File: src/rtl/k10_mul_div_iter_pkg.sv
`default_nettype none
// ============================================================================
//  Module      : k10_mul_div_iter_pkg
//  Description : Shared types and opcode decode helpers for the K10 M-unit.
//  Revision    : 1.0 - initial iterative multiply/divide release
// ============================================================================
package k10_mul_div_iter_pkg;

    typedef enum logic [2:0] {
        MD_MUL    = 3'd0,
        MD_MULH   = 3'd1,
        MD_MULHSU = 3'd2,
        MD_MULHU  = 3'd3,
        MD_DIV    = 3'd4,
        MD_DIVU   = 3'd5,
        MD_REM    = 3'd6,
        MD_REMU   = 3'd7
    } md_op_e;

    typedef enum logic [2:0] {
        MD_IDLE  = 3'd0,
        MD_PREP  = 3'd1,
        MD_CALC  = 3'd2,
        MD_FIXUP = 3'd3,
        MD_DONE  = 3'd4
    } md_state_e;

    function automatic logic md_is_signed_a(md_op_e op);
        return (op == MD_MULH) || (op == MD_MULHSU) || (op == MD_DIV) || (op == MD_REM);
    endfunction

    function automatic logic md_is_signed_b(md_op_e op);
        return (op == MD_MULH) || (op == MD_DIV) || (op == MD_REM);
    endfunction

    function automatic logic md_is_div(md_op_e op);
        return (op == MD_DIV) || (op == MD_DIVU) || (op == MD_REM) || (op == MD_REMU);
    endfunction

    function automatic logic md_is_rem(md_op_e op);
        return (op == MD_REM) || (op == MD_REMU);
    endfunction

    function automatic logic md_is_high(md_op_e op);
        return (op == MD_MULH) || (op == MD_MULHSU) || (op == MD_MULHU);
    endfunction

endpackage
`default_nettype wire

File: src/rtl/k10_div_step.sv
`default_nettype none
// ============================================================================
//  Module      : k10_div_step
//  Description : DIV_BITS unrolled restoring-division steps (combinational).
//  Revision    : 1.0 - initial release
// ============================================================================
module k10_div_step #(
    parameter int XLEN     = 32,
    parameter int DIV_BITS = 1
) (
    input  logic [XLEN-1:0] i_rem,
    input  logic [XLEN-1:0] i_quo,
    input  logic [XLEN-1:0] i_div,
    output logic [XLEN-1:0] o_rem,
    output logic [XLEN-1:0] o_quo
);

    logic [XLEN-1:0] w_r;
    logic [XLEN-1:0] w_q;
    logic [XLEN:0]   w_sh;
    logic [XLEN:0]   w_diff;

    // Dividend bits leave the top of w_q while quotient bits enter at the bottom.
    always_comb begin
        w_r    = i_rem;
        w_q    = i_quo;
        w_sh   = '0;
        w_diff = '0;
        for (int k = 0; k < DIV_BITS; k++) begin
            w_sh   = {w_r, w_q[XLEN-1]};
            w_diff = w_sh - {1'b0, i_div};
            w_r    = w_diff[XLEN] ? w_sh[XLEN-1:0] : w_diff[XLEN-1:0];
            w_q    = {w_q[XLEN-2:0], ~w_diff[XLEN]};
        end
    end

    assign o_rem = w_r;
    assign o_quo = w_q;

endmodule
`default_nettype wire

File: src/rtl/k10_mul_div_iter.sv
`default_nettype none
// ============================================================================
//  Module      : k10_mul_div_iter
//  Description : Iterative RV32M/RV64M multiply/divide with valid/ready and kill.
//  Revision    : 1.0 - initial release
// ============================================================================
module k10_mul_div_iter
    import k10_mul_div_iter_pkg::*;
#(
    parameter int XLEN     = 32,
    parameter int MUL_BITS = 4,
    parameter int DIV_BITS = 1,
    parameter int TAG_W    = 5
) (
    input  logic             i_clk,
    input  logic             i_rst_n,
    input  logic             i_req_valid,
    output logic             o_req_ready,
    input  logic [2:0]       i_req_op,
    input  logic [XLEN-1:0]  i_req_a,
    input  logic [XLEN-1:0]  i_req_b,
    input  logic [TAG_W-1:0] i_req_tag,
    input  logic             i_kill,
    output logic             o_rsp_valid,
    input  logic             i_rsp_ready,
    output logic [XLEN-1:0]  o_rsp_result,
    output logic [TAG_W-1:0] o_rsp_tag,
    output logic             o_busy
);

    localparam int              c_mul_n   = XLEN / MUL_BITS;
    localparam int              c_div_n   = XLEN / DIV_BITS;
    localparam int              c_cnt_w   = $clog2(XLEN);
    localparam logic [XLEN-1:0] c_min_int = {1'b1, {(XLEN-1){1'b0}}};

    if ((XLEN % MUL_BITS) != 0) begin : g_chk_mul
        $error("MUL_BITS must divide XLEN");
    end
    if ((XLEN % DIV_BITS) != 0) begin : g_chk_div
        $error("DIV_BITS must divide XLEN");
    end

    md_state_e          r_state, w_state_nxt;
    md_op_e             w_req_op, r_op;
    logic               w_accept;
    logic [XLEN-1:0]    r_x;      // multiplier / dividend-quotient
    logic [2*XLEN-1:0]  r_y;      // multiplicand / divisor
    logic [2*XLEN-1:0]  r_acc;    // product / partial remainder
    logic               r_neg;
    logic [c_cnt_w-1:0] r_cnt;
    logic [XLEN-1:0]    r_result;
    logic [TAG_W-1:0]   r_tag;

    assign w_req_op     = md_op_e'(i_req_op);
    assign o_rsp_result = r_result;
    assign o_rsp_tag    = r_tag;

    // Divide-by-zero and signed overflow finish straight from IDLE.
    logic            w_b_zero, w_special;
    logic [XLEN-1:0] w_special_res;
    assign w_b_zero  = (i_req_b == '0);
    assign w_special = md_is_div(w_req_op) &&
                       (w_b_zero || (md_is_signed_a(w_req_op) && (i_req_a == c_min_int) && (&i_req_b)));
    assign w_special_res = w_b_zero ? (md_is_rem(w_req_op) ? i_req_a : '1)
                                    : (md_is_rem(w_req_op) ? '0 : c_min_int);

    logic            w_a_neg, w_b_neg, w_neg;
    logic [XLEN-1:0] w_a_mag, w_b_mag;
    assign w_a_neg = md_is_signed_a(r_op) & r_x[XLEN-1];
    assign w_b_neg = md_is_signed_b(r_op) & r_y[XLEN-1];
    assign w_a_mag = w_a_neg ? -r_x : r_x;
    assign w_b_mag = w_b_neg ? -r_y[XLEN-1:0] : r_y[XLEN-1:0];
    assign w_neg   = md_is_rem(r_op) ? w_a_neg : (w_a_neg ^ w_b_neg);

    logic [2*XLEN-1:0] w_mul_add;
    always_comb begin
        w_mul_add = '0;
        for (int j = 0; j < MUL_BITS; j++) begin
            if (r_x[j]) w_mul_add = w_mul_add + (r_y << j);
        end
    end

    logic [XLEN-1:0] w_rem_nxt, w_quo_nxt;
    k10_div_step #(.XLEN(XLEN), .DIV_BITS(DIV_BITS)) u_div_step (
        .i_rem (r_acc[XLEN-1:0]),
        .i_quo (r_x),
        .i_div (r_y[XLEN-1:0]),
        .o_rem (w_rem_nxt),
        .o_quo (w_quo_nxt)
    );

    logic [2*XLEN-1:0] w_prod;
    logic [XLEN-1:0]   w_qr, w_qr_s, w_fix_res;
    assign w_prod    = r_neg ? -r_acc : r_acc;
    assign w_qr      = md_is_rem(r_op) ? r_acc[XLEN-1:0] : r_x;
    assign w_qr_s    = r_neg ? -w_qr : w_qr;
    assign w_fix_res = md_is_div(r_op)  ? w_qr_s :
                       md_is_high(r_op) ? w_prod[2*XLEN-1:XLEN] : w_prod[XLEN-1:0];

    always_ff @(posedge i_clk or negedge i_rst_n) begin
        if (!i_rst_n) r_state <= MD_IDLE;
        else          r_state <= w_state_nxt;
    end

    always_comb begin
        w_state_nxt = r_state;
        o_req_ready = 1'b0;
        o_rsp_valid = 1'b0;
        w_accept    = 1'b0;
        o_busy      = (r_state != MD_IDLE);
        case (r_state)
            MD_IDLE: begin
                o_req_ready = ~i_kill;
                w_accept    = i_req_valid & ~i_kill;
                if (w_accept) w_state_nxt = w_special ? MD_DONE : MD_PREP;
            end
            MD_PREP:  w_state_nxt = MD_CALC;
            MD_CALC:  if (r_cnt == '0) w_state_nxt = MD_FIXUP;
            MD_FIXUP: w_state_nxt = MD_DONE;
            MD_DONE: begin
                o_rsp_valid = ~i_kill;
                if (i_rsp_ready) w_state_nxt = MD_IDLE;
            end
            default:  w_state_nxt = MD_IDLE;
        endcase
        if (i_kill) w_state_nxt = MD_IDLE;
    end

    always_ff @(posedge i_clk or negedge i_rst_n) begin
        if (!i_rst_n) begin
            r_op     <= MD_MUL;
            r_x      <= '0;
            r_y      <= '0;
            r_acc    <= '0;
            r_neg    <= 1'b0;
            r_cnt    <= '0;
            r_result <= '0;
            r_tag    <= '0;
        end else begin
            case (r_state)
                MD_IDLE: if (w_accept) begin
                    r_op  <= w_req_op;
                    r_tag <= i_req_tag;
                    r_x   <= i_req_a;
                    r_y   <= {{XLEN{1'b0}}, i_req_b};
                    if (w_special) r_result <= w_special_res;
                end
                MD_PREP: begin
                    r_neg <= w_neg;
                    r_acc <= '0;
                    if (md_is_div(r_op)) begin
                        r_x   <= w_a_mag;
                        r_y   <= {{XLEN{1'b0}}, w_b_mag};
                        r_cnt <= c_cnt_w'(c_div_n - 1);
                    end else begin
                        r_x   <= w_b_mag;
                        r_y   <= {{XLEN{1'b0}}, w_a_mag};
                        r_cnt <= c_cnt_w'(c_mul_n - 1);
                    end
                end
                MD_CALC: begin
                    r_cnt <= r_cnt - c_cnt_w'(1);
                    if (md_is_div(r_op)) begin
                        r_acc <= {{XLEN{1'b0}}, w_rem_nxt};
                        r_x   <= w_quo_nxt;
                    end else begin
                        r_acc <= r_acc + w_mul_add;
                        r_y   <= r_y << MUL_BITS;
                        r_x   <= r_x >> MUL_BITS;
                    end
                end
                MD_FIXUP: r_result <= w_fix_res;
                default: ;
            endcase
        end
    end

    always_ff @(posedge i_clk) begin
        if (i_rst_n && w_accept) assert (!$isunknown(i_req_op));
    end

endmodule
`default_nettype wire

File: config.mk
export PLATFORM = sky130hd
export DESIGN_NAME = k10_mul_div_iter
export DESIGN_NICKNAME = d
export VERILOG_FILES = /design/src/rtl/k10_mul_div_iter_pkg.sv /design/src/rtl/k10_div_step.sv /design/src/rtl/k10_mul_div_iter.sv
export SDC_FILE = /design/constraint.sdc
export NUM_CORES = 2
export LEC_CHECK = 0
export CAP_MARGIN = 30
export CORE_MARGIN = 2
export CORE_UTILIZATION = 45
export CTS_BUF_LIST = sky130_fd_sc_hd__clkbuf_2
export DETAILED_ROUTE_END_ITERATION = 8
export PLACE_DENSITY = 0.58
export SLEW_MARGIN = 10
export SYNTH_ARGS = -nofsm -noshare
export SYNTH_HDL_FRONTEND = slang
export SYNTH_SLANG_ARGS = --single-unit
export TNS_END_PERCENT = 5
File: constraint.sdc
create_clock -name i_clk -period 16.75 [get_ports i_clk]
set_clock_uncertainty 0.05 [all_clocks]
set_input_delay 3.35 -clock i_clk [delete_from_list [all_inputs] [get_ports i_clk]]
set_output_delay 3.35 -clock i_clk [all_outputs]
set_load 0.005 [all_outputs]
==> summary.txt <==
Die
  – Height of the die: 275 microns
  – IO Pins: 117
  – Die X: 275 microns
  – Core footprint: 0.0728 sq mm
  – Rows: 99
  – Initial Utilization: 0.454
  – DIE AREA: ~0.076 sq mm

Setup path
  – Most used cell, CP: ha_1
  – Number of buffers and inverters on the critical path: 1
  – Crit path launch: r_y[11]
  – Worst Setup End Kind: flip-flop
  – Reg-to-reg slack, setup: 4890 ps
  – Crit Reg-Reg Startpoint: r_y[11]
  – Crit path max fanout: 8
  – Critical Path Start Type: flip-flop
  – WS Path Type: reg2reg
  – Crit path max-delay family: compound AO/OA/AOI/OAI gates
  – Worst Reg2Reg Path Length in Cells: 44
  – Required @ worst endpoint: 17640 ps
  – Max incr delay on CP: slightly above 800 ps
  – Arrival @ worst endpoint: between 10000 and 15000 ps
  – Crit Reg-Reg Endpoint: r_acc[63]
  – CP max stage cell: a2111oi_1

Clocking
  – Clk buf depth: 3
  – Number of hold buffers added after CTS: 0
  – Clock Latency Late Sink: 1230 ps
  – Clock sink total: 209
  – Clock transition at the registers of the reported paths: about 100 ps
  – Root Driver: clkbuf_2
  – Setup Buffers After CTS: 0
  – TritonCTS Buffers: 59
  – CTS tree: built
  – H-tree levels: 2
  – Post-cts sizing count: 0

Logic synthesis
  – Post-Synth Simple-Gate Area: 0.196
  – Yosys reg bits: 209
  – Post-synthesis adder-cell area fraction: 0.109
  – Synthesized instance count: 4543
  – Yosys cell types: 106
  – Syn nets: 4904
  – Sequential fraction of the synthesis area: 0.158
  – Most common cell in the netlist: nand2_1
  – Fraction of the mapped netlist area in compound gates: 0.320
  – Most frequent cells after synthesis: nand2_1 (532), o21ai_0 (414), a21oi_1 (402)
  – Area leader, netlist: dfrtp_1
  – Async SR Flop Fraction: 1.00
  – Largest family of logic cells by synthesized area: compound AO/OA/AOI/OAI gates
  – Synth area leaders: dfrtp_1 (16%), ha_1 (11%), xnor2_1 (6.6%), o21ai_0 (6.3%), a21oi_1 (6.1%)
  – Xor and xnor area share after synthesis: 0.108
  – EDFF count, synth: 0
  – Synth top area share: 0.158
  – Synth Cell Area: 0.0331 sq mm
  – Multiplexer share of the synthesized area: 0.0573
  – Synth Flop Type: dfrtp_1
  – Synth Area per Inst: 7.28 sq um
  – Yosys Warn Count: 0

STA
  – Worst slew margin: 0.348
  – Setup TNS: 0 ps
  – Hold Slack: 433 ps
  – RSZ-0062 raised after global routing: false
  – Hold Vio Cnt, Final: 0
  – FMAX: between 80 and 90 MHz
  – Min Tclk post-route: 11860 ps
  – Fin crit share: 0.708
  – Tightest Pin Transition: 978 ps
  – Number of setup violations in the final report: 0
  – Slew Limit Fails: 0

Run status
  – Status: completed

Global routing
  – Vias in the first global route: 32214
  – GRT overflow: 0
  – Overall global routing resource usage: 0.336
  – Initial antenna violation count: 3
  – First-pass GRT wire length: 198000 microns
  – Pin count of the biggest net entering global routing: 97

Hold path
  – Hold EP: o_rsp_tag[2]
  – Hold_sp: o_rsp_tag[2]
  – Worst hold path type: reg2reg
  – Hold depth: 2

Run
  – Max_cap viols: 0

Route
  – DRC viols: 0
  – TritonRoute pass-1 iters: 7
  – Iteration-0 DRC Markers: 3705
  – Drt total wl: 131000 microns
  – Vias per cell: approximately 6.4
  – DR WL/cell: 23.8 microns
  – Vias after detailed routing: 35007
  – Post-route ant nets: 0

Place
  – DP HPWL: 101000 microns
  – Gpl congestion: 0.990
  – Buffers on Ports: 116
  – Placed cell count: 5362

Layout
  – Share of cells above drive strength 1: 0.0718
  – Layout Nets: 4828
  – Area occupied by multi-input gates: 0.0262 sq mm
  – Fill count: 7527
  – Final Non-Filler Cells: 5476
  – Sequential Area: approximately 0.0052 sq mm
  – Area grow syn2layout: 6.92%
-- through the flow --
| stage | worst slack [ps] | instance area (sq um) | util |
|---|---|---|---|
| 2_1_floorplan | 6370 | 33100 | - |
| 4_1_cts | 5070 | 35300 | 0.485 |
| 3_5_place_dp | 5150 | 34700 | 0.477 |
| 5_1_grt | 4360 | 35400 | 0.486 |
| 6_report | 4890 | 35400 | 0.486 |
| 3_3_place_gp | 4920 | 34700 | 0.476 |
-- kinds of logic (layout without fill, tap and decap cells) --
family	Yosys count	after routing
AOI/OAI and AO/OA	1628	1628
xor gates and xnor gates	406	406
adders and majority gates	284	284
buffers and inverters	454	426
DFF	209	209
muxes	178	178
other	0	2
and+or+nand+nor	1384	1384
-- layer usage --
layer,wire length (microns),track usage,vias up,share of wire
met1,62100,0.509,16596,0.48
li1,-,-,16591,-
met5,30,0,-,0.00023
met4,4830,0.115,4,0.037
met2,52700,0.481,1562,0.40
met3,10900,0.0462,254,0.083
-- cells in the final DEF, fill, tap and decap left out, types with 15 or more instances in the layout --
master	n
or2_2	24
a221oi_1	24
mux2_2	88
xnor2_1	249
nand2_1	531
nor2_1	303
o21ai_0	414
xor2_1	155
o21a_1	45
a21oi_1	401
clkinv_1	15
nor3_1	75
mux2i_1	89
and2_1	41
nor2b_1	44
o31ai_1	48
o211ai_1	43
ha_1	279
clkbuf_2	87
clkdlybuf4s50_1	115
a22oi_1	37
o21ai_1	24
o221ai_1	34
nor4_1	30
nand2b_1	46
buf_4	46
a222oi_1	18
and3_1	32
inv_1	147
o21bai_1	45
nand4_1	70
a21o_1	153
a211oi_1	86
a31oi_1	54
dfrtp_1	203
a22o_1	40
a21boi_0	15
nand3_1	90
or3_1	30
-- sequential cells by signal, indices dropped and copies added, names as in the netlist --
| register | cells |
|---|---|
| r_acc | 64 |
| r_y | 64 |
| o_rsp_result | 32 |
| r_x | 32 |
| o_rsp_tag | 5 |
| r_cnt | 5 |
| r_op | 3 |
| r_state | 3 |
| r_neg | 1 |
-- how the worst max path moves through the flow --
stage,cells past startpoint,end
2_1_floorplan,56,r_acc[63]
3_3_place_gp,46,r_acc[63]
3_5_place_dp,46,r_acc[63]
4_1_cts,46,r_acc[63]
5_1_grt,45,r_acc[63]
6_report,44,r_acc[63]
-- cell type report --
cell class	count	share of cell area
multi-input cells	3880	0.740
flip-flops and latches	209	0.148
repair buffers	166	0.0453
clock buffers	87	0.0123
well taps	959	0.0339
diodes	2	0.000141
inverters	151	0.0160
clock inverters	22	0.00428
-- tightest hold or removal path, cell delays in order, from the launching register on --
cell	delay, ps
dfrtp_1	350
nand2_1	50
nand2_1	50
Power is left out: the tool's default activity adds up to more than one toggle a clock period on the data nets, which glitch-free logic cannot reach.
